--- src/rtl/lsu_ctrl_if.sv ---
// EXU request/response and data-memory strobe bundle for lsu_ctrl.
// The LSU uses the slave modport; the EXU/memory side uses the master modport.
interface lsu_ctrl_if #(
  parameter int XLEN   = 64,
  parameter int SIZE_W = 2
);
  logic              req_valid;
  logic              req_ready;
  logic [XLEN-1:0]   req_addr;
  logic [XLEN-1:0]   req_wdata;
  logic [SIZE_W-1:0] req_size;
  logic              req_store;
  logic              req_unsigned;
  logic              resp_valid;
  logic              resp_ready;
  logic [XLEN-1:0]   resp_rdata;
  logic              resp_err;
  logic              mem_ren;
  logic              mem_wen;
  logic [XLEN-1:0]   mem_raddr;
  logic [XLEN-1:0]   mem_waddr;
  logic [XLEN-1:0]   mem_wdata;
  logic [SIZE_W-1:0] mem_size;
  logic [XLEN-1:0]   mem_rdata;

  modport slave (
    input  req_valid, req_addr, req_wdata, req_size, req_store, req_unsigned,
    input  resp_ready, mem_rdata,
    output req_ready, resp_valid, resp_rdata, resp_err,
    output mem_ren, mem_wen, mem_raddr, mem_waddr, mem_wdata, mem_size
  );

  modport master (
    output req_valid, req_addr, req_wdata, req_size, req_store, req_unsigned,
    output resp_ready, mem_rdata,
    input  req_ready, resp_valid, resp_rdata, resp_err,
    input  mem_ren, mem_wen, mem_raddr, mem_waddr, mem_wdata, mem_size
  );
endinterface

--- src/rtl/lsu_ctrl.sv ---
// Load/store control: one transaction in flight, single-cycle memory strobes, load 3 / store 2 cycles to response.
// LSU_MISALIGN_TRAP_EN: misaligned requests skip memory and answer with resp_err; otherwise issued unchanged.
module lsu_ctrl #(
  parameter int XLEN   = 64,
  parameter int SIZE_W = 2
) (
  input logic       clk,
  input logic       rst_n,
  lsu_ctrl_if.slave bus
);
  typedef enum logic [1:0] {
    IDLE = 2'd0,
    ACC  = 2'd1,
    WAIT = 2'd2,
    RESP = 2'd3
  } state_e;

  state_e            state_q, state_d;
  logic [XLEN-1:0]   addr_q, wdata_q, rdata_q, rdata_d;
  logic [SIZE_W-1:0] size_q;
  logic              store_q, uns_q, err_q;
  logic              trap_w, accept_w;

  function automatic logic [XLEN-1:0] mask_to_size(input logic [XLEN-1:0] d,
                                                   input logic [SIZE_W-1:0] s);
    case (s)
      2'd0:    mask_to_size = {{(XLEN-8){1'b0}}, d[7:0]};
      2'd1:    mask_to_size = {{(XLEN-16){1'b0}}, d[15:0]};
      2'd2:    mask_to_size = {{(XLEN-32){1'b0}}, d[31:0]};
      default: mask_to_size = d;
    endcase
  endfunction

  function automatic logic [XLEN-1:0] extend(input logic [XLEN-1:0] d,
                                             input logic [SIZE_W-1:0] s,
                                             input logic uns);
    case (s)
      2'd0:    extend = {{(XLEN-8){~uns & d[7]}}, d[7:0]};
      2'd1:    extend = {{(XLEN-16){~uns & d[15]}}, d[15:0]};
      2'd2:    extend = {{(XLEN-32){~uns & d[31]}}, d[31:0]};
      default: extend = d;
    endcase
  endfunction

`ifdef LSU_MISALIGN_TRAP_EN
  always_comb begin
    case (bus.req_size)
      2'd1:    trap_w = bus.req_addr[0];
      2'd2:    trap_w = |bus.req_addr[1:0];
      2'd3:    trap_w = |bus.req_addr[2:0];
      default: trap_w = 1'b0;
    endcase
  end
`else
  assign trap_w = 1'b0;
`endif

  assign accept_w = (state_q == IDLE) && bus.req_valid;
  // Memory returns a zero-extended slice; sign is rebuilt here from the latched size.
  assign rdata_d  = extend(bus.mem_rdata, size_q, uns_q);

  always_ff @(posedge clk or negedge rst_n) begin
    if (!rst_n) begin
      state_q <= IDLE;
    end else begin
      state_q <= state_d;
    end
  end

  always_comb begin
    state_d = state_q;
    case (state_q)
      IDLE: if (bus.req_valid) state_d = trap_w ? RESP : ACC;
      ACC:  state_d = store_q ? RESP : WAIT;
      WAIT: state_d = RESP;
      RESP: if (bus.resp_ready) state_d = IDLE;
      default: state_d = IDLE;
    endcase
  end

  always_ff @(posedge clk or negedge rst_n) begin
    if (!rst_n) begin
      addr_q  <= '0;
      wdata_q <= '0;
      size_q  <= '0;
      store_q <= 1'b0;
      uns_q   <= 1'b0;
      rdata_q <= '0;
      err_q   <= 1'b0;
    end else if (accept_w) begin
      addr_q  <= bus.req_addr;
      wdata_q <= bus.req_wdata;
      size_q  <= bus.req_size;
      store_q <= bus.req_store;
      uns_q   <= bus.req_unsigned;
      rdata_q <= '0;
      err_q   <= trap_w;
    end else if (state_q == WAIT) begin
      rdata_q <= rdata_d;
    end
  end

  always_comb begin
    bus.req_ready  = (state_q == IDLE);
    bus.resp_valid = (state_q == RESP);
    bus.resp_rdata = rdata_q;
    bus.resp_err   = err_q;
    bus.mem_ren    = 1'b0;
    bus.mem_wen    = 1'b0;
    bus.mem_raddr  = '0;
    bus.mem_waddr  = '0;
    bus.mem_wdata  = '0;
    bus.mem_size   = '0;
    if (state_q == ACC) begin
      if (store_q) begin
        bus.mem_wen   = 1'b1;
        bus.mem_waddr = addr_q;
        bus.mem_wdata = mask_to_size(wdata_q, size_q);
      end else begin
        bus.mem_ren   = 1'b1;
        bus.mem_raddr = addr_q;
      end
    end
    if (state_q == ACC || state_q == WAIT) bus.mem_size = size_q;
  end
endmodule

--- src/flat_wrapper.sv ---
// flat-port wrapper written by rule: the top's interface ports become plain ports
module lsu_ctrl_flat 
#(
  parameter int XLEN   = 64,
  parameter int SIZE_W = 2
)
  (clk, rst_n, bus_req_valid, bus_req_addr, bus_req_wdata, bus_req_size, bus_req_store, bus_req_unsigned, bus_resp_ready, bus_mem_rdata, bus_req_ready, bus_resp_valid, bus_resp_rdata, bus_resp_err, bus_mem_ren, bus_mem_wen, bus_mem_raddr, bus_mem_waddr, bus_mem_wdata, bus_mem_size);
  lsu_ctrl_if #(.XLEN(XLEN), .SIZE_W(SIZE_W)) bus_i ();
  input logic clk;
  input logic rst_n;
  input wire logic [$bits(bus_i.req_valid)-1:0] bus_req_valid;
  input wire logic [$bits(bus_i.req_addr)-1:0] bus_req_addr;
  input wire logic [$bits(bus_i.req_wdata)-1:0] bus_req_wdata;
  input wire logic [$bits(bus_i.req_size)-1:0] bus_req_size;
  input wire logic [$bits(bus_i.req_store)-1:0] bus_req_store;
  input wire logic [$bits(bus_i.req_unsigned)-1:0] bus_req_unsigned;
  input wire logic [$bits(bus_i.resp_ready)-1:0] bus_resp_ready;
  input wire logic [$bits(bus_i.mem_rdata)-1:0] bus_mem_rdata;
  output wire logic [$bits(bus_i.req_ready)-1:0] bus_req_ready;
  output wire logic [$bits(bus_i.resp_valid)-1:0] bus_resp_valid;
  output wire logic [$bits(bus_i.resp_rdata)-1:0] bus_resp_rdata;
  output wire logic [$bits(bus_i.resp_err)-1:0] bus_resp_err;
  output wire logic [$bits(bus_i.mem_ren)-1:0] bus_mem_ren;
  output wire logic [$bits(bus_i.mem_wen)-1:0] bus_mem_wen;
  output wire logic [$bits(bus_i.mem_raddr)-1:0] bus_mem_raddr;
  output wire logic [$bits(bus_i.mem_waddr)-1:0] bus_mem_waddr;
  output wire logic [$bits(bus_i.mem_wdata)-1:0] bus_mem_wdata;
  output wire logic [$bits(bus_i.mem_size)-1:0] bus_mem_size;
  assign bus_i.req_valid = bus_req_valid;
  assign bus_i.req_addr = bus_req_addr;
  assign bus_i.req_wdata = bus_req_wdata;
  assign bus_i.req_size = bus_req_size;
  assign bus_i.req_store = bus_req_store;
  assign bus_i.req_unsigned = bus_req_unsigned;
  assign bus_i.resp_ready = bus_resp_ready;
  assign bus_i.mem_rdata = bus_mem_rdata;
  assign bus_req_ready = bus_i.req_ready;
  assign bus_resp_valid = bus_i.resp_valid;
  assign bus_resp_rdata = bus_i.resp_rdata;
  assign bus_resp_err = bus_i.resp_err;
  assign bus_mem_ren = bus_i.mem_ren;
  assign bus_mem_wen = bus_i.mem_wen;
  assign bus_mem_raddr = bus_i.mem_raddr;
  assign bus_mem_waddr = bus_i.mem_waddr;
  assign bus_mem_wdata = bus_i.mem_wdata;
  assign bus_mem_size = bus_i.mem_size;
  lsu_ctrl #(.XLEN(XLEN), .SIZE_W(SIZE_W)) u_core (.clk(clk), .rst_n(rst_n), .bus(bus_i));
endmodule
--- config.mk ---
export PLATFORM = sky130hd
export DESIGN_NAME = lsu_ctrl_flat
export DESIGN_NICKNAME = d
export VERILOG_FILES = /design/src/rtl/lsu_ctrl_if.sv /design/src/rtl/lsu_ctrl.sv /design/src/flat_wrapper.sv
export SDC_FILE = /design/constraint.sdc
export NUM_CORES = 1
export LEC_CHECK = 0
export BUFFER_PORTS_ARGS = -buffer_cell sky130_fd_sc_hd__buf_2
export CAP_MARGIN = 30
export CORE_AREA = 2 2 179 181
export DETAILED_ROUTE_END_ITERATION = 12
export DIE_AREA = 0 0 181 183
export PLACE_DENSITY = 0.58
export SYNTH_ARGS = -nofsm -noshare
export SYNTH_HDL_FRONTEND = slang
export SYNTH_SLANG_ARGS = --single-unit
--- constraint.sdc ---
create_clock -name clk -period 2.7 [get_ports clk]
set_clock_uncertainty 0.05 [all_clocks]
set_input_delay 0.27 -clock clk [delete_from_list [all_inputs] [get_ports clk]]
set_output_delay 0.27 -clock clk [all_outputs]
set_load 0.01 [all_outputs]
==> results.yml <==
status:
  status: "complete, no violations"
sta:
  fin_tns_setup_ps: 0
  rsz0062_at_grt: "no"
  fmaxAchievable_mhz: 406
  maxSlewViolCount: 0
  relSlewSlack: 0.511
  period_minus_slack_ps: 2470
  timing.final.crit_share: 0.913
  hold_viol: 0
  setup_viol: 0
  worst_pin_slew_ps: 734
placement:
  hpwl_um: 21800
  gp_congestion: 0.796
  port_buffers: 461
grt:
  top_usage_layer: "met2"
  grtUsageTotal: 0.193
  grt_max_degree: 81
  grt_use_met3: 0.0469
  use_met1: 0.228
  antenna_found_initial: 3
  first_global_vias: 9740
  overflow: 0
  use_met2: 0.336
  grt_pass1_wl_um: 51100
yosys:
  synth_cell_type_count: 26
  postSynthCellCount: 1093
  synth_compound_area_frac: 0.0642
  synth_xor_area_frac: 0
  syn-num-nets: 1298
  synth_fa_ha_area_frac: 0.00669
  synth_area_um2: 9360
  synth_mux_area_frac: 0.0108
  ys_warn_count: 0
  avgSynthCellArea_um2: 8.56
  synth_top_family_by_area: "simple AND/OR/NAND/NOR gates"
  synthSimpleGateAreaFrac: 0.346
  seq_area_frac_synth: 0.529
  ys_seq_elements: 198
job:
  drv_cap: 0
cells_and_area:
  fillers: 3103
  drive_above_1_share: 0.322
  multi_input_area_um2: 4030
  regArea_um2: 4960
  final_nets: 1852
  syn_to_final_growth_pct: 50.0
clocking:
  cts.sinks: 198
  numCtsBuffers: 17
  clk_latency_ps: 440
  postCtsSetupBuffers: 0
  root_buffer: "clkbuf_16"
  clock_path_buffers: 2
  tritoncts: "yes"
  clkTransAtPathRegs_ps: 70
  ctsHtreeMaxLevel: 4
die:
  die_area_um2: 33100
  core_area_um2: 31200
  die_h_um: 183
  start_util: 0.300
  io_pins: 463
  fp.dieW_um: 181
  rows: 65
worst_setup_path:
  ff2ff_path_depth: 6
  cp-start-kind: "flop"
  crit_path_end_kind: "primary output"
  path_class: "flop to primary output"
  timing.rr.end: "u_core.bus.resp_rdata[35]"
  crit_required_ps: 2380
  path_max_fanout: 72
  ff2ff_setup_slack_ps: 760
  reg2reg_from: "u_core.state_q[0]"
  critPathArrivalTime_ps: 2150
worst_hold_path:
  hold_depth: 3
  whs_endpoint: "u_core.addr_q[26]"
  holdCritStartpoint: "bus_req_addr[26]"
  hold_path.class: "input port to flop"
drt:
  first_iter_violations: 398
  avgRoutedWirePerCell_um: 15.8
  drtAntennaViolNets: 0
  dr.pass1.iters: 5
  drt-total-wl_um: 32500
  vias: 9588
  avgViaCountPerCell: 4.65
  drc: 0
power:
  p_seq_frac: 0.389
  intPower_mw: 7.79
  p_per_area_nw_per_um2: 948
  p_comb_frac: 0.425
  clock_power_share: 0.186
  switching_share: 0.415
  p_total_mw: 13.3
  power.leakage_nw: 8.13
  p_switching_mw: 5.53
  vdd_drop_max_uv: 490
## layer usage
layer  up-vias  part of all wire
met3        61             0.061
met4         0             0.034
li1       4599                 -
met5         -                 0
met2       355              0.49
met1      4573              0.42
## cell type report
| class | count | share of cell area |
|---|---|---|
| clock buffer | 21 | 0.0328 |
| timing repair buffer | 625 | 0.283 |
| clock inverter | 10 | 0.00642 |
| inverter | 5 | 0.00134 |
| multi-input combinational | 800 | 0.287 |
| sequential | 198 | 0.353 |
| tap | 402 | 0.0358 |
| antenna | 3 | 0.000535 |
## flip-flops by register name (all words and copies together) (netlist names)
| signal | flops |
|---|---|
| u_core.addr_q | 64 |
| u_core.store_q | 1 |
| u_core.size_q | 2 |
| u_core.state_q | 2 |
| u_core.uns_q | 1 |
| u_core.wdata_q | 64 |
| u_core.bus.resp_rdata | 64 |
## power by group through the flow
stage	clock network [mW]	registers [mW]	logic [mW]
6_report	2.47	5.18	5.66
4_1_cts	2.55	5.17	5.75
2_1_floorplan	0	5.10	3.45
5_1_grt	2.68	5.35	6.35
3_3_place_gp	0	5.18	5.45
3_5_place_dp	0	5.20	5.58
## critical path, cell delays in order (launching register included)
cell and delay (ps):
dfrtp_1 420, inv_1 120, ha_2 200, buf_4 500, and3_1 300, buf_2 140
## what timing repair did
| item | in CTS | in global routing |
|---|---|---|
| hold endpoints to repair | 212 | 0 |
| endpoints found under the setup margin | 0 | 0 |
| gates resized for setup | 0 | 0 |
| hold buffers | 139 | 0 |
## synth_stat cells
library cell | count | share of area
or2_0 | 1 | 0.00067
inv_1 | 5 | 0.0020
buf_1 | 4 | 0.0016
o31ai_1 | 23 | 0.018
dfrtp_1 | 198 | 0.53
nand2_1 | 423 | 0.17
nor2b_1 | 2 | 0.0013
and3_1 | 97 | 0.065
ha_1 | 5 | 0.0067
and2_1 | 99 | 0.066
a21oi_1 | 24 | 0.013
o311a_4 | 1 | 0.0023
mux2i_1 | 9 | 0.0096
mux2_2 | 1 | 0.0012
buf_4 | 1 | 0.00080
o31a_1 | 2 | 0.0019
nor2_1 | 41 | 0.016
o21ai_0 | 25 | 0.013
conb_1 | 1 | 0.00040
and2_0 | 1 | 0.00067
nand3b_1 | 33 | 0.026
clkbuf_1 | 78 | 0.031
buf_2 | 3 | 0.0016
buf_6 | 4 | 0.0048
o31ai_2 | 11 | 0.015
o22ai_1 | 1 | 0.00067
## stage by stage
step / hold slack, ps / worst slack, ps / cells / util / area, um2
final: 16.2 / 234 / 2064 / 0.449 / 14000
after global routing: 9.08 / 62.8 / 2064 / 0.449 / 14000
after CTS: 2.22 / 218 / 2061 / 0.449 / 14000
after detailed placement: 310 / 715 / 1891 / 0.387 / 12100
after global placement: 313 / 757 / 1891 / 0.387 / 12100
after floorplan: -75.6 / 645 / 1093 / - / 9360
## kinds of logic after synthesis
logic type	after synthesis
compound gates	87
fa+ha+maj	5
buf+inv	95
flops	198
mux	10
other cells	1
simple gates	697
## layout by cell type, fill, tap and decap left out
master         instances
nand2_4                1
nand3b_1              33
o31ai_1               23
buf_2                460
nor2b_4                1
and2_1                98
o31ai_2               11
inv_1                  5
clkbuf_1               2
clkinvlp_4             2
dfrtp_1              197
nor2_1                41
and2_4                 1
o22ai_1                1
ha_2                   2
o21ai_0               25
o31a_1                 2
conb_1                 1
and3_1                97
clkbuf_16             17
diode_2                3
clkinv_4               3
and2_0                 1
inv_6                  3
inv_8                  2
o311a_4                1
mux2_2                 1
buf_12                 6
mux2i_1                9
nor2b_1                1
nand2_1              422
buf_4                 19
dlygate4sd3_1        139
or2_0                  1
dfrtp_2                1
ha_1                   3
clkbuf_8               3
a21oi_1               24
## how the worst max path moves through the flow
stage / depth (start not counted) / startpoint / end
2_1_floorplan: 8 / u_core.state_q[1] / bus_mem_wdata[33]
3_3_place_gp: 5 / u_core.state_q[1] / bus_mem_wdata[1]
3_5_place_dp: 5 / u_core.state_q[1] / bus_mem_wdata[1]
4_1_cts: 5 / u_core.state_q[1] / bus_mem_wdata[1]
5_1_grt: 5 / u_core.state_q[1] / bus_mem_wdata[1]
6_report: 5 / u_core.state_q[1] / bus_mem_wdata[1]
Power figures use the tool's default switching activity.
